### src/rtl/i1_pkg.sv
// Shared types and constants for the i1 phase controller slice.
package i1_pkg;

  localparam int PHASE_W = 3;
  localparam logic [PHASE_W-1:0] PHASE_FIRST = 3'd1;
  localparam logic [PHASE_W-1:0] PHASE_LAST  = 3'd7;
  localparam int STROBE_W = 7;

  typedef enum logic [1:0] {
    IDLE = 2'd0,
    RUN  = 2'd1,
    DONE = 2'd2
  } state_e;

endpackage

### src/rtl/i1_phase_cnt.sv
// Phase counter (0 when inactive, 1..7 while running) with one-hot strobe decode.
module i1_phase_cnt
  import i1_pkg::*;
(
  input  logic                clk,
  input  logic                rst,
  input  logic                clr,
  input  logic                inc,
  output logic [PHASE_W-1:0]  phase,
  output logic [STROBE_W-1:0] pv7
);

  logic [PHASE_W-1:0] phase_q;
  logic [PHASE_W-1:0] phase_d;

  // Entering RUN is an increment from 0, so phase 1 needs no separate load.
  always_comb begin
    phase_d = phase_q;
    if (clr) begin
      phase_d = '0;
    end else if (inc && (phase_q != PHASE_LAST)) begin
      phase_d = phase_q + 1'b1;
    end
  end

  always_ff @(posedge clk) begin
    if (rst) begin
      phase_q <= '0;
    end else begin
      phase_q <= phase_d;
    end
  end

  // Phase 0 matches no strobe, which keeps every strobe low outside RUN.
  always_comb begin
    pv7 = '0;
    for (int k = 0; k < STROBE_W; k++) begin
      if (phase_q == PHASE_W'(k + int'(PHASE_FIRST))) begin
        pv7[k] = 1'b1;
      end
    end
  end

  assign phase = phase_q;

endmodule

### src/rtl/i1_phase_ctrl.sv
// IDLE/RUN/DONE phase sequencer with latched request flags and gated downstream state bits.
// Optional freeze input enabled by defining I1_PHASE_HOLD_EN.
module i1_phase_ctrl
  import i1_pkg::*;
(
  input  logic clk,
  input  logic rst,
  input  logic start,
  input  logic step,
  input  logic req,
  input  logic mode,
  input  logic nxt27_1,
  input  logic nxt27_4,
`ifdef I1_PHASE_HOLD_EN
  input  logic hold,
`endif
  output logic pv7_1,
  output logic pv7_2,
  output logic pv7_3,
  output logic pv7_4,
  output logic pv7_5,
  output logic pv7_6,
  output logic pv7_7,
  output logic pv8_0,
  output logic pv9_0,
  output logic pv27_0,
  output logic pv27_3,
  output logic pv29_0,
  output logic done
);

  state_e state_q;
  state_e state_d;

  logic                frozen;
  logic                cntInc;
  logic                cntClr;
  logic                capture;
  logic                pvUpdate;
  logic [PHASE_W-1:0]  phase;
  logic [STROBE_W-1:0] pv7;

  logic reqLat_q,  reqLat_d;
  logic modeLat_q, modeLat_d;
  logic pv27a_q,   pv27a_d;
  logic pv27b_q,   pv27b_d;

`ifdef I1_PHASE_HOLD_EN
  assign frozen = hold;
`else
  assign frozen = 1'b0;
`endif

  always_ff @(posedge clk) begin
    if (rst) begin
      state_q <= IDLE;
    end else begin
      state_q <= state_d;
    end
  end

  always_comb begin
    state_d = state_q;
    if (!frozen) begin
      case (state_q)
        IDLE:    if (start) state_d = RUN;
        RUN:     if (step && (phase == PHASE_LAST)) state_d = DONE;
        DONE:    state_d = IDLE;
        default: state_d = IDLE;
      endcase
    end
  end

  // Step in IDLE is ignored; the start pulse alone moves the counter 0 -> 1.
  always_comb begin
    pv29_0   = (state_q == RUN);
    done     = (state_q == DONE);
    cntInc   = 1'b0;
    cntClr   = 1'b0;
    capture  = 1'b0;
    pvUpdate = 1'b0;
    if (!frozen) begin
      case (state_q)
        IDLE: begin
          cntInc  = start;
          capture = start;
        end
        RUN: begin
          pvUpdate = step;
          if (step) begin
            if (phase == PHASE_LAST) cntClr = 1'b1;
            else                     cntInc = 1'b1;
          end
        end
        default: ;
      endcase
    end
  end

  always_comb begin
    reqLat_d  = capture  ? req     : reqLat_q;
    modeLat_d = capture  ? mode    : modeLat_q;
    pv27a_d   = pvUpdate ? nxt27_1 : pv27a_q;
    pv27b_d   = pvUpdate ? nxt27_4 : pv27b_q;
  end

  always_ff @(posedge clk) begin
    if (rst) begin
      reqLat_q  <= 1'b0;
      modeLat_q <= 1'b0;
      pv27a_q   <= 1'b0;
      pv27b_q   <= 1'b0;
    end else begin
      reqLat_q  <= reqLat_d;
      modeLat_q <= modeLat_d;
      pv27a_q   <= pv27a_d;
      pv27b_q   <= pv27b_d;
    end
  end

  i1_phase_cnt uPhaseCnt (
    .clk   (clk),
    .rst   (rst),
    .clr   (cntClr),
    .inc   (cntInc),
    .phase (phase),
    .pv7   (pv7)
  );

  assign pv7_1  = pv7[0];
  assign pv7_2  = pv7[1];
  assign pv7_3  = pv7[2];
  assign pv7_4  = pv7[3];
  assign pv7_5  = pv7[4];
  assign pv7_6  = pv7[5];
  assign pv7_7  = pv7[6];
  assign pv8_0  = reqLat_q;
  assign pv9_0  = modeLat_q;
  assign pv27_0 = pv27a_q;
  assign pv27_3 = pv27b_q;

endmodule

### config.mk
export PLATFORM = sky130hd
export DESIGN_NAME = i1_phase_ctrl
export DESIGN_NICKNAME = d
export VERILOG_FILES = /design/src/rtl/i1_pkg.sv /design/src/rtl/i1_phase_cnt.sv /design/src/rtl/i1_phase_ctrl.sv
export SDC_FILE = /design/constraint.sdc
export NUM_CORES = 1
export LEC_CHECK = 0
export ABC_CLOCK_PERIOD_IN_PS = 3430
export CAP_MARGIN = 20
export CORE_AREA = 3 3 40 42
export CTS_CLUSTER_DIAMETER = 200
export CTS_CLUSTER_SIZE = 28
export DETAILED_ROUTE_END_ITERATION = 8
export DIE_AREA = 0 0 43 45
export PLACE_DENSITY = 0.86
export SETUP_SLACK_MARGIN = 0.05
export SLEW_MARGIN = 20
export SYNTH_ARGS = -nofsm -noshare
export SYNTH_HDL_FRONTEND = slang
export SYNTH_HIERARCHICAL = 1
export SYNTH_SLANG_ARGS = --single-unit
### constraint.sdc
create_clock -name clk -period 3.43 [get_ports clk]
set_input_delay 0.5145 -clock clk [delete_from_list [all_inputs] [get_ports clk]]
set_output_delay 0.5145 -clock clk [all_outputs]
set_load 0.05 [all_outputs]
Word-level counts from Yosys, hierarchy flattened
Index checks and enable logic that the tools add are counted.
Widths: inputs -> output; s select.
{"block": "totals", "reg_bits": 9, "inputBits": 8, "output_inout_bits": 13, "word_cells": 41}
{"block": "op_classes", "n_addsub": 1, "n_eq_ne": 12, "muxes": 17, "n_reduce_logical": 5}
{"op": "$mux 1", "n": 13}
{"op": "$eq 3x3->1 const B", "n": 4}
{"op": "$eq 3x2->1 const B", "n": 2}
{"op": "$mux 2", "n": 2}
{"op": "$pmux 2 s2", "n": 1}
{"op": "$add 3x1->3 const B", "n": 1}
{"op": "$eq 3x1->1 const B", "n": 1}
{"op": "$ne 3x3->1 const B", "n": 1}
{"op": "$eq 2x1->1 const B", "n": 1}
{"op": "$eq 2x2->1 const B", "n": 1}
{"op": "$logic_and 1x1->1", "n": 2}
{"op": "$logic_not 2->1", "n": 1}
{"op": "$ne 2x1->1 const B", "n": 1}
{"op": "$ne 2x2->1 const B", "n": 1}
{"op": "$pmux 1 s2", "n": 1}
{"op": "$reduce_and 2->1", "n": 1}
{"op": "$reduce_or 2->1", "n": 1}

Longest topological paths before layout
{"block": "logic_depth", "word_depth": 5, "depth_mapped": 5, "depth_no_buf": 5}

Cells and area by module
The synthesis kept the hierarchy.
{"mod": "i1_phase_ctrl", "n_inst": 1, "cells_per_inst": 31, "area_each_um2": 304.0, "seq_area_each_um2": 120.1}
{"mod": "i1_phase_cnt", "n_inst": 1, "cells_per_inst": 24, "area_each_um2": 241.5, "seq_area_each_um2": 60.1}

Worst setup path before layout
OpenSTA, ideal clock, no wires.
{"block": "synth_timing", "kind": "flip-flop to output port", "from": "register uPhaseCnt.phase_q[0], in the netlist uPhaseCnt/phase[0]", "to": "output port pv7_2", "t_arrival_ps": 1271, "t_required_ps": 2915, "path_slack_ps": 1644, "path_stages_with_launch": 4, "n_path_buf": 0, "cell_sequence": "dfxtp_1 > inv_1 > ha_1 > nor2b_1"}
{"block": "synth_between", "elab_chain_cells": 2}
{"element": "start, declared", "line_no": "i1_phase_cnt.sv:13", "text": "logic [PHASE_W-1:0] phase_q;"}
{"element": "start signal, assigned", "line_no": "i1_phase_cnt.sv:30", "text": "phase_q <= phase_d;"}
{"element": "$eq 3x2->1", "line_no": "i1_phase_cnt.sv:38", "text": "if (phase_q == PHASE_W'(k + int'(PHASE_FIRST))) begin"}
{"element": "$mux 1", "line_no": "i1_phase_cnt.sv:38"}
{"element": "end, declared", "line_no": "i1_phase_ctrl.sv:18", "text": "output logic pv7_2,"}
Every way passes these cells.

Worst setup path in the final report
{"block": "layout_timing", "from": "register uPhaseCnt.phase_q[0], in the netlist uPhaseCnt/phase[0]", "to": "output port pv7_7"}
{"block": "layout_between", "elab_chain_cells": 2}
{"element": "$eq 3x3->1", "line_no": "i1_phase_cnt.sv:38"}
{"element": "$mux 1", "line_no": "i1_phase_cnt.sv:38"}
{"element": "end, declared", "line_no": "i1_phase_ctrl.sv:23", "text": "output logic pv7_7,"}
Every way passes these cells.

==> run metrics <==
Die W=43 microns; Crit Path Class=reg -> out; slowest cell on the critical path=clkdlybuf4s50_1; critical path's top delay family=buffers and inverters; P_leak=0.000320 uW; Slew Limit Fails=0; WL/cell=11.3 microns; initial DRC count=5; Max FO, Critical Path=5; yosys warns=6; Synth-to-Final Area Change=44.3%; total number of vias=about 430; Critical Path Stages=3; final hold vios=0; design area=around 790 sq um; register area share after synthesis=0.330; Arr. time, crit path=1920 ps; final period utilization=0.709; overall global routing resource usage=0.129; grt ovf=0; number of synthesized flops with an enable pin=0; post_cts resized=0; clock latency on the worst-skew pair=around 270 ps; P per Cell Area=383 nW/um^2; worst slew pin tran=501 ps; crit end category=output port; DRC=0; worst r2r dst=uPhaseCnt/phase[2]$_SDFFE_PP0P_; initial antenna violation count=0; die height=45 microns; Clock Pin Slew Worst Setup and Hold Paths=approximately 60 ps; worst vdd ir=0.000160 V; pin count of the biggest net entering global routing=14; cell row count=13; flops & latches, synth=9; area share of the largest cell type after synthesis=0.330; Synth area leader=dfxtp_1; CTS tree=done; Inst Count DP=approximately 90; Reg-to-Reg Start=state_q[0]$_SDFFE_PP0P_; mean post-synth cell area=9.92 sq um; drt via density=between 4 and 5; HPWL after detailed placement=around 800 microns; fill count=114; io pins=21; synth cell count leaders=9 x dfxtp_1, 8 x nand2b_1, 6 x ha_1, 5 x mux2i_1; Post-Syn Area=~550 sq um; FMAX=roughly 0.41 GHz; Max-cap violations=0; R2R depth=5; Post-Route WL=1.05 mm; global-route wire length before repair=1.80 mm; clock sink total=9; H-Tree Level Count=1; startpoint types=register; dpl cell area=761 sq um; ys async rst share=0; Critical Path Start=uPhaseCnt/phase[0]$_SDFFE_PP0P_; drt first pass iters=4; Mapped Cells=55; max incr delay on CP=820 ps; synth top area cells=dfxtp_1 33%, ha_1 14%, mux2i_1 9.2%; final worst path period need=2430 ps; CP Capture Point=pv7_7; final setup fails=0; Yosys cell types=22; Hold Crit Start=pv9_0$_SDFFE_PP0P_; final setup TNS=0 ps; GP Congestion=0.682; clock root buffer master=clkbuf_4; top-count cell post-synth=dfxtp_1; Slew Limit Headroom=0.665; worst min path class=reg -> reg; critical path cell sequence=ha_1 > ha_1 > clkdlybuf4s50_1; r2r setup slk=1890 ps; RSZ-0062 raised after global routing=false; Die Area=1940 sq um; Post-synth top flop=dfxtp_1; core area=1280 sq um; maximum clock path buffer count=2; required time worst endpoint=2920 ps; buffers plus inverters on the worst setup path=1; Non-Filler Instances=between 90 and 100; starting density of the core=0.425; layout cells sized above 1=0.141; Setup Buffers After CTS=0; worst setup skew after layout=between 7 and 8 ps; Final nets=93; Synth Net Count=69; status=complete, no violations; antenna viol nets, final=0; # hold bufs at CTS=0; PortBufs=20; vias in the first global route=411; most used cell, CP=ha_1; total CTS buffers=3; ant diodes=0
-- flip-flops by register name, indices dropped and copies added (netlist names) --
name             flops
pv27_3               1
pv9_0                1
pv27_0               1
pv8_0                1
uPhaseCnt/phase      3
state_q              2
-- cell families (layout without fill, tap and decap cells) --
logic type,after synthesis,count (layout),synth area share
xor gates and xnor gates,1,1,0.0161
AOI/OAI and AO/OA,3,3,0.0619
DFF,9,9,0.330
and+or+nand+nor,27,27,0.335
adders and majority gates,6,6,0.138
buffers and inverters,4,27,0.0275
muxes,5,5,0.0917
-- final cells by class --
cell class,instances,area (sq um),share of cell area
clock buffers,4,26.3,0.0334
repair buffers,20,200,0.254
inverters,3,11.3,0.0143
flip-flops and latches,9,180,0.229
well taps,15,18.8,0.0238
multi-input cells,42,350,0.445
-- layer usage --
layer | share of wire | GRT usage | wire, microns
met5 | 0 | 0 | 0
met3 | 0.055 | 0.0717 | 58
met2 | 0.47 | 0.195 | 494
met1 | 0.46 | 0.158 | 487
met4 | 0.010 | 0.0361 | 11
-- metrics by stage --
stage / utilization / hold slack (ps) / power [uW] / setup WS [ps]
finish: 0.612 / 475 / 301 / 997
floorplan: - / 531 / 188 / 1640
detailed placement: 0.592 / 466 / 220 / 1280
global route: 0.612 / 503 / 323 / 895
global placement: 0.592 / 459 / 218 / 1320
CTS: 0.612 / 479 / 305 / 982
-- placed cells by master (no fill, tap or decap), types with 3 or more instances in the layout --
cell,n
inv_1,3
dfxtp_1,9
clkbuf_4,3
nand2b_1,8
nor3_1,3
clkdlybuf4s50_1,20
ha_1,6
and2_1,3
mux2i_1,5
-- report_power, final --
| group | leakage, uW | internal [uW] | total [uW] | switching, uW |
|---|---|---|---|---|
| Combinational | 0.000231 | 42.1 | 95.4 | 53.3 |
| Sequential | 0.0000739 | 112 | 122 | 9.42 |
| Clock | 0.0000150 | 45.0 | 84.3 | 39.3 |
| Total | 0.000320 | 199 | 301 | 102 |
-- tightest hold or removal path: cells and delay by family (launching register included) --
| kind | cells | cell delay (ps) |
|---|---|---|
| flops | 1 | 310 |
| simple gates | 1 | 60 |
| mux | 1 | 60 |
-- worst min-delay path by stage --
stage	end	slack (ps)	cells after the start
detailed placement	pv27_0$_SDFFE_PP0P_	470	2
global route	pv27_3$_SDFFE_PP0P_	500	2
CTS	pv8_0$_SDFFE_PP0P_	480	2
finish	pv9_0$_SDFFE_PP0P_	470	2
floorplan	state_q[1]$_SDFFE_PP0P_	530	2
global placement	pv27_3$_SDFFE_PP0P_	460	2
(Power assumes the default switching activity.)
